File: config.mk
export PLATFORM = sky130hd
export DESIGN_NAME = unsigned_calc_checker_v
export DESIGN_NICKNAME = d
export VERILOG_FILES = /design/src/rtl/unsigned_calc_checker_v.sv
export SDC_FILE = /design/constraint.sdc
export NUM_CORES = 1
export LEC_CHECK = 0
export ABC_AREA = 0
export CORE_ASPECT_RATIO = 0.5
export CORE_MARGIN = 2
export CORE_UTILIZATION = 35
export CTS_CLUSTER_SIZE = 14
export DETAILED_ROUTE_END_ITERATION = 12
export PLACE_DENSITY = 0.64
export SETUP_SLACK_MARGIN = 0.5
export SYNTH_ARGS = -nofsm -noshare
export SYNTH_HDL_FRONTEND = slang
export SYNTH_SLANG_ARGS = --single-unit
File: constraint.sdc
create_clock -name i_clk -period 4.83 [get_ports i_clk]
set_clock_uncertainty 0.05 [all_clocks]
set_input_delay 1.2075 -clock i_clk [delete_from_list [all_inputs] [get_ports i_clk]]
set_output_delay 1.2075 -clock i_clk [all_outputs]
set_load 0.02 [all_outputs]
File: src/rtl/unsigned_calc_checker_v.sv
// unsigned_calc_checker_v: exhaustive sweep checker for a 4-bit unsigned calculator, f = 7a - 3b + 6c (mod 256).
// Latency: each vector costs SETTLE_CYCLES+2 clocks; a full sweep completes 4096*(SETTLE_CYCLES+2)+1 clocks after start.
// Backpressure: none; i_start is ignored while busy. Define CALC_CHK_STOP_ON_FAIL_EN to end the sweep at the first mismatch.
module unsigned_calc_checker_v #(
   parameter int SETTLE_CYCLES = 2
) (
   input  logic        i_clk,
   input  logic        i_rst_n,
   input  logic        i_start,
   output logic [3:0]  o_au,
   output logic [3:0]  o_bu,
   output logic [3:0]  o_cu,
   input  logic [7:0]  i_fu,
   output logic        o_busy,
   output logic        o_done,
   output logic        o_pass,
   output logic [12:0] o_err_cnt,
   output logic [11:0] o_fail_vec,
   output logic [7:0]  o_fail_got
);

   typedef enum logic [2:0] {
      IDLE    = 3'd0,
      DRIVE   = 3'd1,
      SETTLE  = 3'd2,
      COMPARE = 3'd3,
      DONE    = 3'd4
   } state_t;

   state_t      state;
   state_t      state_nxt;
   logic [11:0] idx;
   logic [3:0]  settle_cnt;
   logic        fail_seen;
   logic [7:0]  expected;
   logic        mismatch;
   logic        last_vec;
   logic        settle_last;
   logic        stop_now;

   // Golden result for the operands currently on the bus; 8-bit arithmetic gives the mod-256 wrap for free
   always_comb begin
      expected    = (8'd7 * {4'd0, o_au}) - (8'd3 * {4'd0, o_bu}) + (8'd6 * {4'd0, o_cu});
      mismatch    = (i_fu != expected);
      last_vec    = (idx == 12'hFFF);
      settle_last = (settle_cnt == 4'(SETTLE_CYCLES - 1));
`ifdef CALC_CHK_STOP_ON_FAIL_EN
      stop_now    = last_vec || mismatch;
`else
      stop_now    = last_vec;
`endif
   end

   // State register
   always_ff @(posedge i_clk or negedge i_rst_n) begin
      if (!i_rst_n) begin
         state <= IDLE;
      end else begin
         state <= state_nxt;
      end
   end

   // Next-state and status decode; start is only honoured from IDLE or DONE
   always_comb begin
      state_nxt = state;
      o_busy    = 1'b0;
      o_done    = 1'b0;
      case (state)
         IDLE: begin
            if (i_start) state_nxt = DRIVE;
         end
         DRIVE: begin
            o_busy    = 1'b1;
            state_nxt = SETTLE;
         end
         SETTLE: begin
            o_busy = 1'b1;
            if (settle_last) state_nxt = COMPARE;
         end
         COMPARE: begin
            o_busy    = 1'b1;
            state_nxt = stop_now ? DONE : DRIVE;
         end
         DONE: begin
            o_done = 1'b1;
            if (i_start) state_nxt = DRIVE;
         end
         default: begin
            state_nxt = IDLE;
         end
      endcase
      o_pass = o_done && (o_err_cnt == 13'd0);
   end

   // Sweep datapath: vector index, operand bus, settle timer and result capture
   always_ff @(posedge i_clk or negedge i_rst_n) begin
      if (!i_rst_n) begin
         idx        <= 12'd0;
         settle_cnt <= 4'd0;
         fail_seen  <= 1'b0;
         o_au       <= 4'd0;
         o_bu       <= 4'd0;
         o_cu       <= 4'd0;
         o_err_cnt  <= 13'd0;
         o_fail_vec <= 12'd0;
         o_fail_got <= 8'd0;
      end else begin
         case (state)
            IDLE, DONE: begin
               if (i_start) begin
                  idx        <= 12'd0;
                  fail_seen  <= 1'b0;
                  o_err_cnt  <= 13'd0;
                  o_fail_vec <= 12'd0;
                  o_fail_got <= 8'd0;
               end
            end
            DRIVE: begin
               {o_au, o_bu, o_cu} <= idx;
               settle_cnt         <= 4'd0;
            end
            SETTLE: begin
               settle_cnt <= settle_cnt + 4'd1;
            end
            COMPARE: begin
               if (mismatch) begin
                  o_err_cnt <= o_err_cnt + 13'd1;
                  if (!fail_seen) begin
                     fail_seen  <= 1'b1;
                     o_fail_vec <= idx;
                     o_fail_got <= i_fu;
                  end
               end
               if (!stop_now) idx <= idx + 12'd1;
            end
            default: begin
            end
         endcase
      end
   end

endmodule

==> results of run 1 <==
## critical path, delay by kind of cell, from the launching register on
family,cells,cell delay (ns)
fa+ha+maj,6,2.51
compound gates,2,0.45
flops,1,0.42
buf+inv,4,0.41
xor+xnor,2,0.32
simple gates,1,0.30
## power by group
part           leakage [nW]  switching, mW  internal [mW]
combinational          1.24          0.944          0.789
clock                 0.159          0.231          0.465
sequential            0.881          0.129          0.647
## cell usage in the layout (no fill, tap or decap), types with 3 or more instances in the layout
cell | synthesis | routed
and3_1 | 15 | 15
ha_1 | 20 | 19
xor2_1 | 11 | 11
nor2_1 | 22 | 22
nand3_1 | 13 | 13
o21ai_0 | 20 | 19
xnor2_1 | 13 | 11
nand4_1 | 6 | 6
and2_1 | 4 | 4
a21oi_1 | 12 | 12
nor3_1 | 14 | 13
buf_4 | 0 | 4
mux2_2 | 5 | 5
nand2_1 | 18 | 18
fa_1 | 15 | 14
and4_1 | 3 | 3
and2_4 | 1 | 4
dfrtp_1 | 65 | 63
a221o_1 | 11 | 11
clkdlybuf4s50_1 | 0 | 57
buf_6 | 3 | 4
inv_1 | 36 | 34
nor3b_1 | 3 | 3
a22o_1 | 21 | 21
clkbuf_16 | 0 | 9
## through the flow
step	power (mW)	setup WS, ns	std cells	hold slack [ns]	util
after CTS	3.19	0.224	583	0.452	0.464
after floorplan	1.94	0.288	367	0.417	-
after global routing	3.46	0.0906	586	0.466	0.467
final	3.21	0.249	586	0.447	0.467
after detailed placement	2.31	0.183	559	0.435	0.421
after global placement	2.30	0.239	559	0.435	0.421
## cells in the mapped netlist, types with 6 or more instances
library cell	n	area, µm²
dfrtp_1	65	1630
inv_1	36	135
nor2_1	22	82.6
a22o_1	21	184
ha_1	20	250
o21ai_0	20	100
nand2_1	18	67.6
and3_1	15	93.8
fa_1	15	300
nor3_1	14	70.1
nand3_1	13	65.1
xnor2_1	13	114
a21oi_1	12	60.1
a221o_1	11	110
xor2_1	11	96.3
clkbuf_1	7	26.3
nand4_1	6	37.5
## layer usage
layer	global-route usage	share of wire	up-vias
li1	-	-	1448
met1	0.229	0.47	1502
met2	0.265	0.47	80
met3	0.0398	0.051	8
met4	0.0407	0.010	0
met5	0	0	-
## final timing paths
| check | start | to | slack (ns) |
|---|---|---|---|
| worst max-delay path | o_cu[0] | o_err_cnt[5] | 0.25 |
| worst min-delay path | o_fail_got[1] | o_fail_got[1] | 0.45 |
| worst max register to register | o_cu[0] | o_err_cnt[5] | 0.25 |
| worst min register to register | o_fail_got[1] | o_fail_got[1] | 0.45 |
| max in group asynchronous | i_rst_n | idx[8] | 2.90 |
| min in group asynchronous | i_rst_n | o_err_cnt[9] | 0.95 |
## what timing repair did
| action | 4_1_cts | 5_1_grt |
|---|---|---|
| setup buffers | 3 | 0 |
| endpoints found under the hold margin | 0 | 0 |
| pin swaps | 14 | 1 |
| endpoints found under the setup margin | 34 | 34 |
| cloned | 5 | 3 |
| resized for setup | 12 | 10 |
## final cells by class
| class | count | share of cell area |
|---|---|---|
| clock buffer | 11 | 0.0478 |
| clock inverter | 5 | 0.0155 |
| inverter | 36 | 0.0266 |
| multi-input combinational | 255 | 0.414 |
| sequential | 65 | 0.321 |
| tap | 145 | 0.0357 |
| timing repair buffer | 69 | 0.140 |
## state kept, by name, summed over array words and instances (netlist names)
| name | count |
|---|---|
| idx | 12 |
| o_au | 4 |
| o_err_cnt | 13 |
| o_cu | 4 |
| state | 3 |
| fail_seen | 1 |
| o_bu | 4 |
| o_fail_got | 8 |
| settle_cnt | 4 |
| o_fail_vec | 12 |
## logic make-up after synthesis
group,after synthesis,share of synthesized area
muxes,5,0.0146
and+or+nand+nor,108,0.153
buffers and inverters,51,0.0567
adders and majority gates,35,0.143
DFF,65,0.421
xor gates and xnor gates,24,0.0544
AOI/OAI and AO/OA,79,0.158
==> results.py, run 1 <==
metrics = {
    "logic_synthesis": {
        "ys_types": 44,
        "synth-main-ff-cell": "dfrtp_1",
        "yosysWarnings": 0,
        "synthCells": 367,
        "yosysSeqAreaShare": 0.421,
        "netlist_area_um2": 3860,
        "synth_edf_count": 0,
        "async_flop_share": 1.00,
        "syn_nets": 413,
        "syn_area_per_cell_um2": 10.5,
        "ys_ff_latch": 65,
    },
    "hold_path": {
        "holdPathStages": 1,
        "holdCritPathClass": "reg2reg",
    },
    "die": {
        "start_util": 0.355,
        "core_um2": 10900,
        "num_rows": 27,
        "die_w_um": 153,
        "die_area_um2": 11900,
        "pin_count": 59,
        "fp.dieH_um": 78.3,
    },
    "timing": {
        "max_clock_freq_mhz": 218,
        "fin_crit_sh": 0.948,
        "finalSetupViolations": 0,
        "slew_headroom": 0.289,
        "hold_viol_final": 0,
        "slew_viol_final": 0,
        "tightest_slew_ns": 1.06,
        "grt_setup_unrepaired": "true",
        "fin_tns_setup_ns": 0,
        "fin_crit_ns": 4.58,
    },
    "placement": {
        "place_congestion": 0.760,
        "place_area_um2": 4580,
        "port_buffers": 58,
        "dp_hpwl_um": 6310,
    },
    "detailed_routing": {
        "drt-pass1-iter-count": 4,
        "wl_per_cell_um": 16.6,
        "antenna_left": 0,
        "drt-initial-drc-count": 157,
        "via_per_inst": 5.18,
        "wl_um": 9730,
        "via_count": 3038,
        "drc": 0,
    },
    "grt": {
        "grt_pass1_vias": 2995,
        "grt_max_degree": 40,
        "grt_first_pass_wirelength_um": 15600,
        "grt_use_total": 0.166,
        "antenna_found_initial": 0,
        "grt_remaining_overflow": 0,
    },
    "clock_tree": {
        "hold_buffers": 0,
        "cts_tree": "done",
        "cts-root-buf": "clkbuf_16",
        "numCtsBuffers": 9,
        "clock-sinks": 65,
        "path_clk_slew_ns": 0.05,
        "htree_levels": 3,
        "clockBufferDepth": 2,
        "insertion_delay_ns": 0.33,
    },
    "pwr": {
        "leakagePower_nw": 2.28,
        "p_per_area_nw_per_um2": 631,
        "ir_drop_mv": 0.272,
    },
    "final_layout": {
        "finish.instance_area_um2": 5080,
        "nets": 482,
        "seq_area_um2": 1630,
        "antenna_cells": 0,
        "n_fill_cell": 1033,
        "multi_input_area_um2": 2100,
        "drive_gt1_frac": 0.129,
        "syn_to_final_growth_pct": 31.6,
    },
    "critical_path": {
        "critPathCaptureType": "flop",
        "worstPathRequired_ns": 4.99,
        "path_cells": "ha_4 > inv_2 > fa_1 > fa_1 > fa_1 > fa_1 > inv_2 > fa_2 > xnor2_2 > xnor2_2 > nor4_4 > o2111ai_4 > buf_12 > buf_16 > a221o_1",
        "crit_path_frequent_cell": "fa_1",
        "slowest_delay_ns": 0.57,
        "cp.arrival_ns": 4.74,
        "cp-start-kind": "flop",
        "crit_slowest_cell": "fa_1",
        "path_class": "reg2reg",
        "path_max_fanout": 9,
        "r2r_cells": 15,
    },
    "flow_run": {
        "drv_cap": 0,
    },
    "run_status": {
        "status": "completed",
    },
}
Note: power is estimated with default switching activity, not from simulation.
==> run 2, diff against run 1 <==
Settings changed: CAP_MARGIN set to 20.
==> results of run 2 <==
Final layout, timing and power as in run 1 (identical DEF).
